--- src/rtl/hams_merge2_if.sv ---
// Stream bundle for the two-way merge stage: two sorted input runs (a, b)
// and one merged output stream, all ready/valid.
interface hams_merge2_if #(
  parameter int DATA_WIDTH = 32
);
  logic                  a_valid;
  logic                  a_ready;
  logic [DATA_WIDTH-1:0] a_data;
  logic                  b_valid;
  logic                  b_ready;
  logic [DATA_WIDTH-1:0] b_data;
  logic                  out_valid;
  logic                  out_ready;
  logic                  out_last;
  logic [DATA_WIDTH-1:0] out_data;

  // master drives the input runs and consumes the merged stream
  modport master (
    output a_valid, a_data, b_valid, b_data, out_ready,
    input  a_ready, b_ready, out_valid, out_data, out_last
  );

  modport slave (
    input  a_valid, a_data, b_valid, b_data, out_ready,
    output a_ready, b_ready, out_valid, out_data, out_last
  );
endinterface

--- src/rtl/hams_merge2.sv ---
// Streaming two-way merge of two ascending runs of run_len elements into one
// ascending run of 2*run_len elements, with a single output register stage.
module hams_merge2 #(
  parameter int DATA_WIDTH = 32,
  parameter int MAX_RUN    = 1024,
  parameter int RUN_W      = $clog2(MAX_RUN) + 1
) (
  input  logic             clk,
  input  logic             rst,
  input  logic             unsigned_cmp,
  input  logic             start,
  input  logic [RUN_W-1:0] run_len,
  output logic             busy,
  output logic             done,
  hams_merge2_if.slave     s
);

  typedef enum logic [1:0] {IDLE, MERGE, DRAIN_A, DRAIN_B} state_t;

  state_t           state, state_nxt;
  logic [RUN_W-1:0] len, cnt_a, cnt_b;
  logic             load_ok, a_le_b, a_final, b_final;
  logic             take_a, take_b, last;

  assign load_ok = !s.out_valid || s.out_ready;
  assign a_final = (cnt_a == len - RUN_W'(1));
  assign b_final = (cnt_b == len - RUN_W'(1));

  // ties resolve to A so equal keys keep their A-before-B order
  always_comb begin
    if (unsigned_cmp) a_le_b = (s.a_data <= s.b_data);
    else              a_le_b = ($signed(s.a_data) <= $signed(s.b_data));
  end

  always_ff @(posedge clk) begin
    if (rst) state <= IDLE;
    else     state <= state_nxt;
  end

  always_comb begin
    state_nxt = state;
    take_a    = 1'b0;
    take_b    = 1'b0;
    last      = 1'b0;
    case (state)
      IDLE: begin
        if (start && run_len != '0) state_nxt = MERGE;
      end
      MERGE: begin
        if (s.a_valid && s.b_valid && load_ok) begin
          take_a = a_le_b;
          take_b = !a_le_b;
          if (take_a && a_final)      state_nxt = DRAIN_B;
          else if (take_b && b_final) state_nxt = DRAIN_A;
        end
      end
      DRAIN_A: begin
        take_a = s.a_valid && load_ok;
        if (take_a && a_final) begin
          last      = 1'b1;
          state_nxt = IDLE;
        end
      end
      DRAIN_B: begin
        take_b = s.b_valid && load_ok;
        if (take_b && b_final) begin
          last      = 1'b1;
          state_nxt = IDLE;
        end
      end
      default: state_nxt = IDLE;
    endcase
  end

  assign s.a_ready = take_a;
  assign s.b_ready = take_b;
  assign busy      = (state != IDLE);

  // the final element always lands in a drain state, so the total count is never stored
  always_ff @(posedge clk) begin
    if (rst) begin
      len   <= '0;
      cnt_a <= '0;
      cnt_b <= '0;
      done  <= 1'b0;
    end else begin
      done <= last || (state == IDLE && start && run_len == '0);
      if (state == IDLE && start && run_len != '0) begin
        len   <= run_len;
        cnt_a <= '0;
        cnt_b <= '0;
      end
      if (take_a) cnt_a <= cnt_a + RUN_W'(1);
      if (take_b) cnt_b <= cnt_b + RUN_W'(1);
    end
  end

  always_ff @(posedge clk) begin
    if (rst) begin
      s.out_valid <= 1'b0;
      s.out_data  <= '0;
      s.out_last  <= 1'b0;
    end else if (take_a || take_b) begin
      s.out_valid <= 1'b1;
      s.out_data  <= take_a ? s.a_data : s.b_data;
      s.out_last  <= last;
    end else if (load_ok) begin
      s.out_valid <= 1'b0;
      s.out_last  <= 1'b0;
    end
  end

endmodule
--- src/flat_wrapper.sv ---
// flat-port wrapper written by rule: the top's interface ports become plain ports
module hams_merge2_flat 
#(
  parameter int DATA_WIDTH = 32,
  parameter int MAX_RUN    = 1024,
  parameter int RUN_W      = $clog2(MAX_RUN) + 1
)
  (clk, rst, unsigned_cmp, start, run_len, busy, done, s_a_valid, s_a_data, s_b_valid, s_b_data, s_out_ready, s_a_ready, s_b_ready, s_out_valid, s_out_data, s_out_last);
  hams_merge2_if #(.DATA_WIDTH(DATA_WIDTH)) s_i ();
  input  logic clk;
  input  logic rst;
  input  logic unsigned_cmp;
  input  logic start;
  input  logic [RUN_W-1:0] run_len;
  output logic busy;
  output logic done;
  input wire logic [$bits(s_i.a_valid)-1:0] s_a_valid;
  input wire logic [$bits(s_i.a_data)-1:0] s_a_data;
  input wire logic [$bits(s_i.b_valid)-1:0] s_b_valid;
  input wire logic [$bits(s_i.b_data)-1:0] s_b_data;
  input wire logic [$bits(s_i.out_ready)-1:0] s_out_ready;
  output wire logic [$bits(s_i.a_ready)-1:0] s_a_ready;
  output wire logic [$bits(s_i.b_ready)-1:0] s_b_ready;
  output wire logic [$bits(s_i.out_valid)-1:0] s_out_valid;
  output wire logic [$bits(s_i.out_data)-1:0] s_out_data;
  output wire logic [$bits(s_i.out_last)-1:0] s_out_last;
  assign s_i.a_valid = s_a_valid;
  assign s_i.a_data = s_a_data;
  assign s_i.b_valid = s_b_valid;
  assign s_i.b_data = s_b_data;
  assign s_i.out_ready = s_out_ready;
  assign s_a_ready = s_i.a_ready;
  assign s_b_ready = s_i.b_ready;
  assign s_out_valid = s_i.out_valid;
  assign s_out_data = s_i.out_data;
  assign s_out_last = s_i.out_last;
  hams_merge2 #(.DATA_WIDTH(DATA_WIDTH), .MAX_RUN(MAX_RUN), .RUN_W(RUN_W)) u_core (.clk(clk), .rst(rst), .unsigned_cmp(unsigned_cmp), .start(start), .run_len(run_len), .busy(busy), .done(done), .s(s_i));
endmodule
--- config.mk ---
export PLATFORM = sky130hd
export DESIGN_NAME = hams_merge2_flat
export DESIGN_NICKNAME = d
export VERILOG_FILES = /design/src/rtl/hams_merge2_if.sv /design/src/rtl/hams_merge2.sv /design/src/flat_wrapper.sv
export SDC_FILE = /design/constraint.sdc
export NUM_CORES = 1
export LEC_CHECK = 0
export CORE_MARGIN = 5
export CORE_UTILIZATION = 40
export CTS_CLUSTER_DIAMETER = 60
export DETAILED_ROUTE_END_ITERATION = 12
export GPL_TIMING_DRIVEN = 0
export PLACE_DENSITY = 0.77
export SLEW_MARGIN = 5
export SYNTH_ARGS = -nofsm -noshare
export SYNTH_HDL_FRONTEND = slang
export SYNTH_SLANG_ARGS = --single-unit
--- constraint.sdc ---
create_clock -name clk -period 3.5 [get_ports clk]
set_input_delay 0.7 -clock clk [delete_from_list [all_inputs] [get_ports clk]]
set_output_delay 0.7 -clock clk [all_outputs]
set_load 0.005 [all_outputs]
==> impl_results.md <==
* Tmin final at 3620 ps
* Violated checks: negative setup slack
* Hold Fails Final Rpt at 0
* Cell Area, Synth at 4820 um2
* Commonest non-fill, non-tap cell in the layout: dfxtp_1
* Remaining global-route overflow at 0
* Cell family contributing the most delay on the critical path: compound AO/OA/AOI/OAI gates
* Final Max Tran Viols at 0
* Combinational cell fraction of total power at 0.316
* Clk_skew at 7.90 ps
* Final setup vio count at 1
* Crit Path Max Fanout at 2
* RSZ-0062 raised after global routing: yes
* WS Path Type: in -> out
* Hold Path Class: reg -> reg
* Tcrit/Tclk final at 1.04
* Crit path launch: s_b_data[4]
* Die Ht at 120 um
* CTS tree: done
* Worst-case reg-to-reg path depth at 12
* Finished Layout Cells at 887
* Clock transition at path regs at 60 ps
* Arr. time, crit path at 2920 ps
* Syn_nets at 698
* Status: finished with violations
* # IOs at 120
* Worst vdd ir at 0.000196 V
* Synth Area per Inst at 8.36 um2
* Area growth, synth to finish at 47.3%
* CP Capture Type: output port
* Placed cells at 843
* Maxcap violations at 0
* Reg2Reg Capture Point: u_core.state[0]$_SDFFE_PP0P_
* H-tree depth at 3
* Die ar. at 14400 um2
* Final WS setup at -124 ps
* Clk sinks at 70
* Clock power share at 0.365
* FF/Latch Area at 1400 um2
* Routed wire length at 16500 um
* Post-DP HPWL at 11000 um
* CP startpoint kind: input pin
* Min Hold Slack at 499 ps
* First-pass GRT wire length at 26300 um
* Clock latency on the worst-skew pair at 340 ps
* Root Buffer Master: clkbuf_16
* Post-synth EDFFs at 0
* Final instance area at 7110 um2
* Initial core utilization at 0.405
* Area of the multi-input gates at 3550 um2
* IO Port Bufs at 119
* Share of layout cells above drive strength 1 at 0.222
* Flop pwr share at 0.319
* Clock buffer depth at 2
* Reg2Reg Setup Slack at 330 ps
* #FFs+latches synth at 70
* Slew @ Worst Pin at 753 ps
* CTS Buf Count at 9
* Peak Freq at 276 MHz
* Drt pass-1 iters at 6
* Remaining DRCs at 0
* DRT iter0 DRCs at 322
* CP bufs+invs at 6
* Pwr/cell area at 389 nW/um2
* GRT Overall Usage at 0.223
* DIE WIDTH at 120 um
* Slew HR at 0.496
* Crit path depth at 13
* Critical-path cell list: dlygate4sd2_1 > inv_1 > ha_1 > a21oi_2 > o21ai_2 > a221oi_2 > o211ai_1 > buf_4 > a2111oi_4 > or3_4 > clkinv_4 > buf_12 > buf_6
* Synth Flop Type: dfxtp_1
* Routed length per instance at 18.6 um
* Reg2reg start: u_core.len[0]$_SDFFE_PP0P_
* CORE AREA at 11900 um2
* P_leak at 2.86 nW
* Seq/Total Area, Yosys at 0.291
* Ys async rst share at 0
* Routability cong. at 0.889
* Commonest non-fill, non-tap cells in the layout: dfxtp_1, nor2_1, clkdlybuf4s50_1
* Synth Warn # at 0
* Vias in the first global route at 5464
* Sw Ratio at 0.309
* Largest net degree at the start of global routing at 13
* # nets final at 854
* Post-route ant nets at 0
* Cell variety after synth at 61
* CP max stage cell: a2111oi_4
* Net Sw Power at 0.855 mW
* Vias at 5190
* Initial antenna violation count at 2
* Fillers at 1002
* Internal power at 1.91 mW
* Vias/cell at 5.85
* Site row count at 40
* Req. time, crit path at 2800 ps
* CP endpoint: s_b_ready
* Gate Count Post-Synth at 577
* Max stage delay on crit path at 390 ps
* Post-DP Area at 6200 um2
* Dpl ws at -1270 ps
==> layer usage <==
| metal | GRT usage | share of wire | wire length (um) |
|---|---|---|---|
| met3 | 0.0707 | 0.075 | 1240 |
| met2 | 0.382 | 0.49 | 8100 |
| met1 | 0.255 | 0.40 | 6590 |
| met4 | 0.0945 | 0.034 | 560 |
| met5 | 0 | 0 | 0 |
==> power by group through the flow <==
| stage | clock (mW) | sequential (mW) | combinational (mW) |
|---|---|---|---|
| floorplan | 0 | 0.891 | 0.466 |
| global placement | 0 | 0.895 | 0.731 |
| detailed placement | 0 | 0.896 | 0.755 |
| CTS | 1.01 | 0.880 | 0.822 |
| global route | 1.05 | 0.886 | 0.942 |
| finish | 1.01 | 0.881 | 0.872 |
==> worst min-delay path, delay by kind of cell, from the launching register on <==
kind | cells | cell delay [ps]
AO/OA/AOI/OAI | 1 | 60
flip-flops | 1 | 310
AND/OR/NAND/NOR | 1 | 70
==> synthesized netlist by cell type (all sizes together) (13+ instances only) <==
cell | n | area [um2]
nand3 | 24 | 120
a21oi | 23 | 115
inv | 42 | 160
nor2 | 63 | 236
xor2 | 13 | 114
dfxtp | 70 | 1400
a211oi | 33 | 248
mux2i | 44 | 440
ha | 39 | 488
nand2 | 24 | 90.1
clkbuf | 21 | 78.8
==> stage by stage <==
stage | utilization | power (mW) | TNS, ps
6_report | 0.597 | 2.76 | -124
5_1_grt | 0.597 | 2.88 | -866
2_1_floorplan | - | 1.36 | 0
4_1_cts | 0.586 | 2.71 | -101
3_5_place_dp | 0.520 | 1.65 | -36450
3_3_place_gp | 0.520 | 1.63 | -32910
==> repair_timing <==
item | in CTS | in global routing
setup buffers | 22 | 7
cloned | 0 | 0
gates resized for setup | 171 | 68
hold buffers | 0 | 0
setup endpoints to repair | 57 | 39
pin swaps | 39 | 28
==> cell families after synthesis <==
kind of cell               Yosys count  share of synthesized area
buffers and inverters               75                     0.0661
AOI/OAI and AO/OA                  133                      0.197
and+or+nand+nor                    188                      0.199
muxes                               46                     0.0960
xor gates and xnor gates            26                     0.0501
DFF                                 70                      0.291
adders and majority gates           39                      0.101
==> layout make-up <==
class	instances	area share
multi-input combinational	432	0.500
sequential	70	0.197
timing repair buffer	147	0.183
clock buffer	10	0.0336
tap	147	0.0259
buffer	31	0.0241
inverter	42	0.0236
clock inverter	6	0.0120
antenna	2	0.000704
==> worst min path at each step <==
stage,from,endpoint,slack [ps],cells past startpoint
2_1_floorplan,u_core.cnt_b[6]$_SDFFE_PP0P_,u_core.cnt_b[6]$_SDFFE_PP0P_,470,1
5_1_grt,u_core.s.out_last$_SDFFE_PP0P_,u_core.s.out_last$_SDFFE_PP0P_,540,2
3_5_place_dp,u_core.s.out_last$_SDFFE_PP0P_,u_core.s.out_last$_SDFFE_PP0P_,490,2
6_report,u_core.s.out_last$_SDFFE_PP0P_,u_core.s.out_last$_SDFFE_PP0P_,500,2
4_1_cts,u_core.s.out_last$_SDFFE_PP0P_,u_core.s.out_last$_SDFFE_PP0P_,490,2
3_3_place_gp,u_core.s.out_last$_SDFFE_PP0P_,u_core.s.out_last$_SDFFE_PP0P_,480,2
==> sequential cells by signal, summed over array words and instances, names as in the netlist <==
register            count
u_core.cnt_a           11
u_core.cnt_b           11
u_core.done             1
u_core.len             11
u_core.s.out_data      32
u_core.s.out_last       1
u_core.s.out_valid      1
u_core.state            2
Power figures use the tool's default switching activity.
